--- config.mk ---
export PLATFORM = sky130hd
export DESIGN_NAME = mux8_rr_arbiter
export DESIGN_NICKNAME = d
export VERILOG_FILES = /design/src/rtl/mux8_rr_arbiter.sv
export SDC_FILE = /design/constraint.sdc
export NUM_CORES = 1
export LEC_CHECK = 0
export CAP_MARGIN = 0
export CORE_AREA = 2 2 77 98
export DETAILED_ROUTE_END_ITERATION = 7
export DIE_AREA = 0 0 79 100
export GPL_TIMING_DRIVEN = 0
export PLACE_DENSITY = 0.63
export SLEW_MARGIN = 30
export SYNTH_ARGS = -nofsm -noshare
export SYNTH_HDL_FRONTEND = slang
export SYNTH_SLANG_ARGS = --single-unit
export TNS_END_PERCENT = 50
--- constraint.sdc ---
create_clock -name clk -period 4 [get_ports clk]
set_input_delay 1 -clock clk [delete_from_list [all_inputs] [get_ports clk]]
set_output_delay 1 -clock clk [all_outputs]
set_load 0.01 [all_outputs]
--- src/rtl/mux8_rr_arbiter.sv ---
// mux8_rr_arbiter
//   Round-robin arbiter that shares one 8:1 mux output channel among eight
//   requesters. A requester keeps the grant for at most MAX_HOLD consecutive
//   cycles while others are waiting. The grant, the select code and the valid
//   flag are registered. The winner's data goes through a combinational 8:1
//   mux that is driven from the registered select.
//
//   Parameters
//     DATA_W   : width of each requester's data word
//     MAX_HOLD : maximum consecutive grant cycles while others wait (1..15)
//
//   Ports
//     clk       : rising-edge clock
//     rst       : synchronous, active-high reset
//     urgent    : (only with ARB_URGENT_EN) pre-emptive grant to requester 0
//     req       : request bit per requester (bit i = requester i)
//     data_in   : requester data, slice i = data_in[i*DATA_W +: DATA_W]
//     grant     : registered one-hot grant, all zero when idle
//     sel       : registered select code of the current grantee
//     out_data  : data of the current grantee, zero when idle
//     out_valid : registered, high while a grant is active
//
//   Optional feature macro: ARB_URGENT_EN adds the urgent input.
//   The default build leaves it undefined.
module mux8_rr_arbiter #(
  parameter int DATA_W   = 1,
  parameter int MAX_HOLD = 4
) (
  input  logic                  clk,
  input  logic                  rst,
`ifdef ARB_URGENT_EN
  input  logic                  urgent,
`endif
  input  logic [7:0]            req,
  input  logic [8*DATA_W-1:0]   data_in,
  output logic [7:0]            grant,
  output logic [2:0]            sel,
  output logic [DATA_W-1:0]     out_data,
  output logic                  out_valid
);

  typedef enum logic {IDLE, BUSY} state_t;

  localparam logic [3:0] HOLD_LAST = 4'(MAX_HOLD - 1);

  state_t      state_q, state_d;
  logic [7:0]  grant_q, grant_d;
  logic [2:0]  sel_q, sel_d;
  logic        valid_q, valid_d;
  logic [2:0]  ptr_q, ptr_d;
  logic [3:0]  hold_cnt_q, hold_cnt_d;

  logic [3:0]  idle_pick;
  logic [3:0]  rescan_pick;
  logic        others_req;
  logic        hold_expired;
  logic        release_now;

  // Returns {found, index} for the first set bit at start, start+1, ... (mod 8).
  // The loop runs downward, so the closest hit is assigned last and wins.
  function automatic logic [3:0] pick(input logic [7:0] r, input logic [2:0] start);
    logic [3:0] res;
    logic [2:0] idx;
    res = 4'b0;
    for (int k = 7; k >= 0; k--) begin
      idx = start + 3'(k);
      if (r[idx]) res = {1'b1, idx};
    end
    return res;
  endfunction

  always_comb begin
    idle_pick    = pick(req, ptr_q);
    // The release rescan starts just past the current grantee. The grantee
    // itself is reached last, so anyone else who is waiting wins first.
    rescan_pick  = pick(req, sel_q + 3'd1);
    others_req   = |(req & ~(8'd1 << sel_q));
    hold_expired = (hold_cnt_q == HOLD_LAST);
    release_now  = !req[sel_q] || (hold_expired && others_req);

    state_d    = state_q;
    grant_d    = grant_q;
    sel_d      = sel_q;
    valid_d    = valid_q;
    ptr_d      = ptr_q;
    hold_cnt_d = hold_cnt_q;

    case (state_q)
      IDLE: begin
        if (idle_pick[3]) begin
          state_d    = BUSY;
          sel_d      = idle_pick[2:0];
          grant_d    = 8'd1 << idle_pick[2:0];
          valid_d    = 1'b1;
          hold_cnt_d = 4'd0;
        end
      end
      BUSY: begin
        if (release_now) begin
          ptr_d      = sel_q + 3'd1;
          hold_cnt_d = 4'd0;
          if (rescan_pick[3]) begin
            // Hand over at this edge, so there is no idle bubble.
            sel_d   = rescan_pick[2:0];
            grant_d = 8'd1 << rescan_pick[2:0];
          end else begin
            state_d = IDLE;
            grant_d = 8'd0;
            valid_d = 1'b0;
          end
        end else if (hold_expired) begin
          // Sole requester: it keeps the grant and starts a fresh hold window.
          hold_cnt_d = 4'd0;
        end else begin
          hold_cnt_d = hold_cnt_q + 4'd1;
        end
      end
      default: begin
        state_d = IDLE;
        grant_d = 8'd0;
        valid_d = 1'b0;
      end
    endcase

`ifdef ARB_URGENT_EN
    // Urgent pre-emption overrides everything. Restarting the hold count on
    // every urgent cycle keeps requester 0 from expiring while urgent is high.
    // Its eventual release sets ptr to sel+1 = 1.
    if (urgent && req[0]) begin
      state_d    = BUSY;
      sel_d      = 3'd0;
      grant_d    = 8'd1;
      valid_d    = 1'b1;
      hold_cnt_d = 4'd0;
      ptr_d      = ptr_q;
    end
`endif
  end

  always_ff @(posedge clk) begin
    if (rst) begin
      state_q    <= IDLE;
      grant_q    <= 8'd0;
      sel_q      <= 3'd0;
      valid_q    <= 1'b0;
      ptr_q      <= 3'd0;
      hold_cnt_q <= 4'd0;
    end else begin
      state_q    <= state_d;
      grant_q    <= grant_d;
      sel_q      <= sel_d;
      valid_q    <= valid_d;
      ptr_q      <= ptr_d;
      hold_cnt_q <= hold_cnt_d;
    end
  end

  // Output mux, combinational from the registered select.
  always_comb begin
    out_data = '0;
    if (valid_q) out_data = data_in[sel_q*DATA_W +: DATA_W];
  end

  assign grant     = grant_q;
  assign sel       = sel_q;
  assign out_valid = valid_q;

endmodule

---- Word level (Yosys, flattened, before mapping) ----
Cells that the tools add are included.
cells by class
  reductions and logical operators ........ 8
  $add $sub $neg .......................... 16
  eq/ne operators ......................... 5
  multiplexer cells ....................... 71
  div/mod/pow operators ................... 0
  $mul .................................... 0
  bitwise logic cells ..................... 3
  magnitude comparators ................... 17
  shifts and indexed selects .............. 4
operators with widths
  kind                 count
  $mux 4               19
  $lt 3x4->1 const B   17
  $bmux 1 s3           17
  $add 3x3->3 const B  8
  $mux 1               24
  $mux 8               3
  $shl 1x3->8 const A  3
  $pmux 8 s2           1
  $add 3x2->3 const B  4
  $add 3x1->3 const B  3
  $mux 3               3
  $and 8x8->8          1
  $not 8->8            1
  $pmux 4 s2           1
  $reduce_or 8->1      1
  $shiftx 8x4->1       1
  $pmux 3 s2           1
  $reduce_and 3->1     2
  $add 4x1->4 const B  1
  $eq 4x2->1 const B   1
  $ne 2x1->1 const B   2
  $ne 2x2->1 const B   2
  $pmux 1 s2           2
  $reduce_and 2->1     2
  other kinds (4)      4
storage, ports and cells
  bits in read-only memories .............. 0
  output and inout bits ................... 13
  bits in registers ....................... 20
  memories kept ........................... 0
  RAM bits ................................ 0
  bits in latches ......................... 0

---- Longest topological paths before layout ----
  word-level depth ........................ 16
  depth in mapped cells ................... 15
  gate-level depth less buffers ........... 10

---- Worst setup path before layout ----
Ideal clock, no wire load.
  path type ............................... register to register
  start ................................... register sel_q[0], in the netlist sel[0]
  end ..................................... register grant_q[3], in the netlist grant[3]
  path buffers ............................ 4
  clock period less this slack ............ 3.709 ns
  cell stages (with the launch flop) ...... 15
  data arrival time ....................... 3.621 ns
  slack ................................... 0.291 ns
  required time ........................... 3.912 ns
  path through ............................ dfxtp_1 buf_6 buf_2 clkinv_1 ha_1 buf_4 buf_4 mux4_2 mux2_4 o21ai_2 a221oi_1 o32a_1 a211oi_2 a21bo_1 a311oi_2
on the way
  cells in the longest elaborated chain, start to end .. 16
ends and longest elaborated chain
  what                          line  source
  start: declaration            48    logic [2:0] sel_q, sel_d;
  start signal: assignment      151   sel_q <= sel_d;
  $add 3x1->3                   76    rescan_pick = pick(req, sel_q + 3'd1);
  $add 3x3->3                   66    idx = start + 3'(k);
  $bmux 1 s3                    67    if (r[idx]) res = {1'b1, idx};
  $mux 1 (not written as such)  67
  $mux 4 (8 in series)          67
  $shl 1x3->8                   105   grant_d = 8'd1 << rescan_pick[2:0];
  $mux 8                        102   if (rescan_pick[3]) begin
  $mux 8                        99    if (release_now) begin
  $pmux 8 s2                    88    case (state_q)
  end signal: assignment        150   grant_q <= grant_d;
  end: declaration              47    logic [7:0] grant_q, grant_d;
Parallel ways exist; a longest one is shown, timed or not. The select of a mux whose other input is x is not followed.
A chain may end at the register's enable or synchronous reset.

---- Final worst setup path ----
  start ................................... input req[0]
  end ..................................... register grant_q[2], in the netlist grant[2]
on the way
  cells in the longest elaborated chain, start to end .. 14
ends and longest elaborated chain
  what                          line  source
  start: declaration            34    input logic [7:0] req,
  $bmux 1 s3                    67
  $mux 1 (not written as such)  67
  $mux 4 (8 in series)          67
  $shl 1x3->8                   105
  $mux 8                        102
  $mux 8                        99
  $pmux 8 s2                    88
Parallel ways exist; a longest one is shown, timed or not. The select of a mux whose other input is x is not followed.

==> summary.md <==
| Metric | Value |
|---|---|
| Overflow after GRT | `0` |
| Max Fclk | `261 MHz` |
| Worst Clk Skew | `about 0.0025 ns` |
| Register bit total from synthesis | `20` |
| Pwr per Cell Area | `780 nW/um^2` |
| N_diodes | `0` |
| Via count | `2979` |
| Leak | `1.32 nW` |
| Overall power | `2.79 mW` |
| Clock sink count | `20` |
| Hold buffer count at cts | `0` |
| Final net count | `422` |
| Cell variety after synth | `80` |
| Crit-path max cell delay | `0.54 ns` |
| Design area | `between 3000 and 4000 sq um` |
| Worst-path clk slew | `about 0.07 ns` |
| Pin count of the biggest net entering global routing | `12` |
| Status | `finished, final reports clean` |
| Slew @ Worst Pin | `0.707 ns` |
| GRT Total Usage | `0.216` |
| Setup violators final | `0` |
| Syn Inst Count | `359` |
| Number of max-cap violations | `0` |
| Starting Density | `0.434` |
| Worst Setup Start Kind | `primary input` |
| Layout cells sized above 1 | `0.198` |
| M1 GR Usage | `0.288` |
| Synthesized cell area | `3080 sq um` |
| CTS Buffer Depth | `2` |
| Drt first pass iters | `4` |
| CTS HTree Levels | `1` |
| Via/cell ratio | `6.14` |
| Drt drc | `0` |
| CP Capture Type | `flip-flop` |
| Critical path fanouts, max | `10` |
| Top FF cell, synth | `dfxtp_1` |
| FP Rows | `35` |
| Die extent in x | `79 um` |
| Filler instances | `691` |
| Die H | `~100 um` |
| Final period utilization | `0.956` |
| Synth Area per Inst | `8.58 sq um` |
| Slowest stage cell, crit path | `clkdlybuf4s50_1` |
| First-pass GRT wire length | `around 14000 um` |
| Die area | `7900 sq um` |
| Routing usage on met3 | `0.0108` |
| I/O pin total | `31` |
| Cells along the critical path | `clkdlybuf4s50_1 -> buf_2 -> mux4_2 -> mux2i_2 -> nand4_1 -> nor3_4 -> nand2b_1 -> a211oi_2 -> a21boi_0 -> o31a_1` |
| Sequential area share after synthesis | `0.130` |
| Max Slew Vio Count | `0` |
| Hold Vio Cnt, Final | `0` |
| Avg WL per Cell | `17.2 um` |
| Syn nets | `387` |
| Async set-or-reset flop fraction in the synthesized netlist | `0` |
| Period minus WS final | `3.83 ns` |
| Skew-Pair Late Insertion Delay | `0.26 ns` |
| RSZ-0062 raised after global routing | `false` |
| Routed Antenna Nets | `0` |
| Routability congestion estimate | `0.906` |
| Util after Layout | `0.504` |
| Worst hold path class | `flip-flop to flip-flop` |
| CTS buffer count | `3` |
| WP buf/inv | `2` |
| Root Driver | `clkbuf_8` |
| Worst EP required | `4.15 ns` |
| Grt peak-use layer | `met2` |
| Post-synth EDFFs | `0` |
| DRT Wirelength | `8340 um` |
| Max_slew headroom | `0.528` |
| Vias in the first global route | `2852` |
| Area grow syn2layout | `16.2%` |
| Port buffer count | `29` |
| GR Util met2 | `0.381` |
| CTS tree | `yes` |
| Core ar. | `7090 sq um` |
| Crit path max-delay family | `simple AND/OR/NAND/NOR gates` |
| YS warnings | `0` |
| Antenna violations before repair | `0` |
| Worst-case vdd ir drop | `0.000445 V` |
| CP Class | `primary input to flip-flop` |
| DRT iter0 DRCs | `approximately 130` |
| Hold WS | `~0.51 ns` |
| Post-DP Area | `3480 sq um` |
| Final setup TNS | `0 ns` |
| Arrival time at the worst endpoint | `between 3 and 4 ns` |
| DP HPWL | `6510 um` |
-- cells in the mapped netlist, types with 3 or more instances --
master | count | share of area
nor2_1 | 29 | 0.035
a21oi_1 | 28 | 0.046
nand2_1 | 25 | 0.030
dfxtp_1 | 20 | 0.13
mux4_2 | 20 | 0.15
inv_1 | 17 | 0.021
o21ai_0 | 13 | 0.021
buf_2 | 12 | 0.020
mux2i_1 | 11 | 0.036
nand3_1 | 11 | 0.018
clkbuf_1 | 10 | 0.012
ha_1 | 10 | 0.041
mux2_2 | 10 | 0.037
a21o_1 | 6 | 0.015
nor3_1 | 6 | 0.0098
o211ai_1 | 6 | 0.015
a211oi_1 | 5 | 0.012
a22oi_1 | 5 | 0.012
a31oi_1 | 5 | 0.010
nor2b_1 | 5 | 0.010
and2_1 | 4 | 0.0081
buf_6 | 4 | 0.015
mux2_4 | 4 | 0.020
or3_1 | 4 | 0.0081
xor2_1 | 4 | 0.011
a311oi_1 | 3 | 0.0085
and3_1 | 3 | 0.0061
clkinv_1 | 3 | 0.0037
nand2b_1 | 3 | 0.0061
o31ai_1 | 3 | 0.0073
-- through the flow --
stage,setup slack (ns),cells
after floorplan,0.291,359
after global placement,-0.374,480
after detailed placement,-0.390,480
after CTS,0.0668,485
after global routing,0.0158,485
final,0.175,485
-- per-layer routing --
metal  up-vias  routed length [um]
li1       1448                   -
met5         -                   0
met4         0                 161
met1      1440                3720
met2        76                4200
met3        15                 257
-- cells by family (layout without fill, tap and decap cells) --
family | after synthesis | count (layout) | share of synthesized area
and+or+nand+nor | 109 | 109 | 0.189
buffers and inverters | 50 | 84 | 0.0780
xor gates and xnor gates | 7 | 7 | 0.0260
AOI/OAI and AO/OA | 111 | 111 | 0.260
adders and majority gates | 11 | 11 | 0.0439
muxes | 51 | 51 | 0.274
DFF | 20 | 20 | 0.130
-- cell type report --
type | instances | area [sq um] | area share
inverter | 20 | 77.6 | 0.0217
clock buffer | 4 | 55.1 | 0.0154
tap | 92 | 115 | 0.0322
multi-input combinational | 289 | 2460 | 0.687
sequential | 20 | 402 | 0.112
timing repair buffer | 30 | 298 | 0.0832
buffer | 30 | 173 | 0.0483
-- final timing paths --
check	from	to	slack, ns	depth (start not counted)
worst max-delay path	req[0]	grant[2]	0.17	10
worst max register to register	ptr_q[1]	grant[6]	0.22	12
worst min-delay path	grant[7]	grant[7]	0.51	2
worst min register to register	grant[7]	grant[7]	0.51	2
-- worst min-delay path, stage by stage, from the launching register on --
cell and delay [ns]:
dfxtp_1 0.32, nor2_1 0.10, a311oi_1 0.05
-- power breakdown --
group          leakage (nW)  switching [mW]  total, mW  internal (mW)
Clock                0.0288          0.0685      0.156         0.0877
Sequential            0.165          0.0490      0.302          0.253
Combinational          1.12            1.30       2.33           1.03
-- flip-flops by register name (all words and copies together) (netlist names) --
register,flops
grant,8
out_valid,1
state_q,1
hold_cnt_q,4
ptr_q,3
sel,3
-- placed cells by master, fill, tap and decap left out, drive strengths merged, types with 6 or more instances in the layout --
master	Yosys	layout
a211oi	7	7
a21o	6	6
a21oi	29	29
buf	20	21
clkbuf	10	14
clkdlybuf4s50	0	29
dfxtp	20	20
ha	10	10
inv	17	18
mux2	15	15
mux2i	15	15
mux4	21	21
nand2	25	25
nand3	11	11
nor2	29	29
nor3	7	7
o211ai	6	6
o21ai	16	16
-- timing repair --
| action | in CTS | in global routing |
|---|---|---|
| pin swaps | 1 | 0 |
| setup endpoints to repair | 11 | 8 |
| resized for setup | 4 | 6 |
| buffers inserted | 1 | 0 |
(Power assumes the default switching activity.)
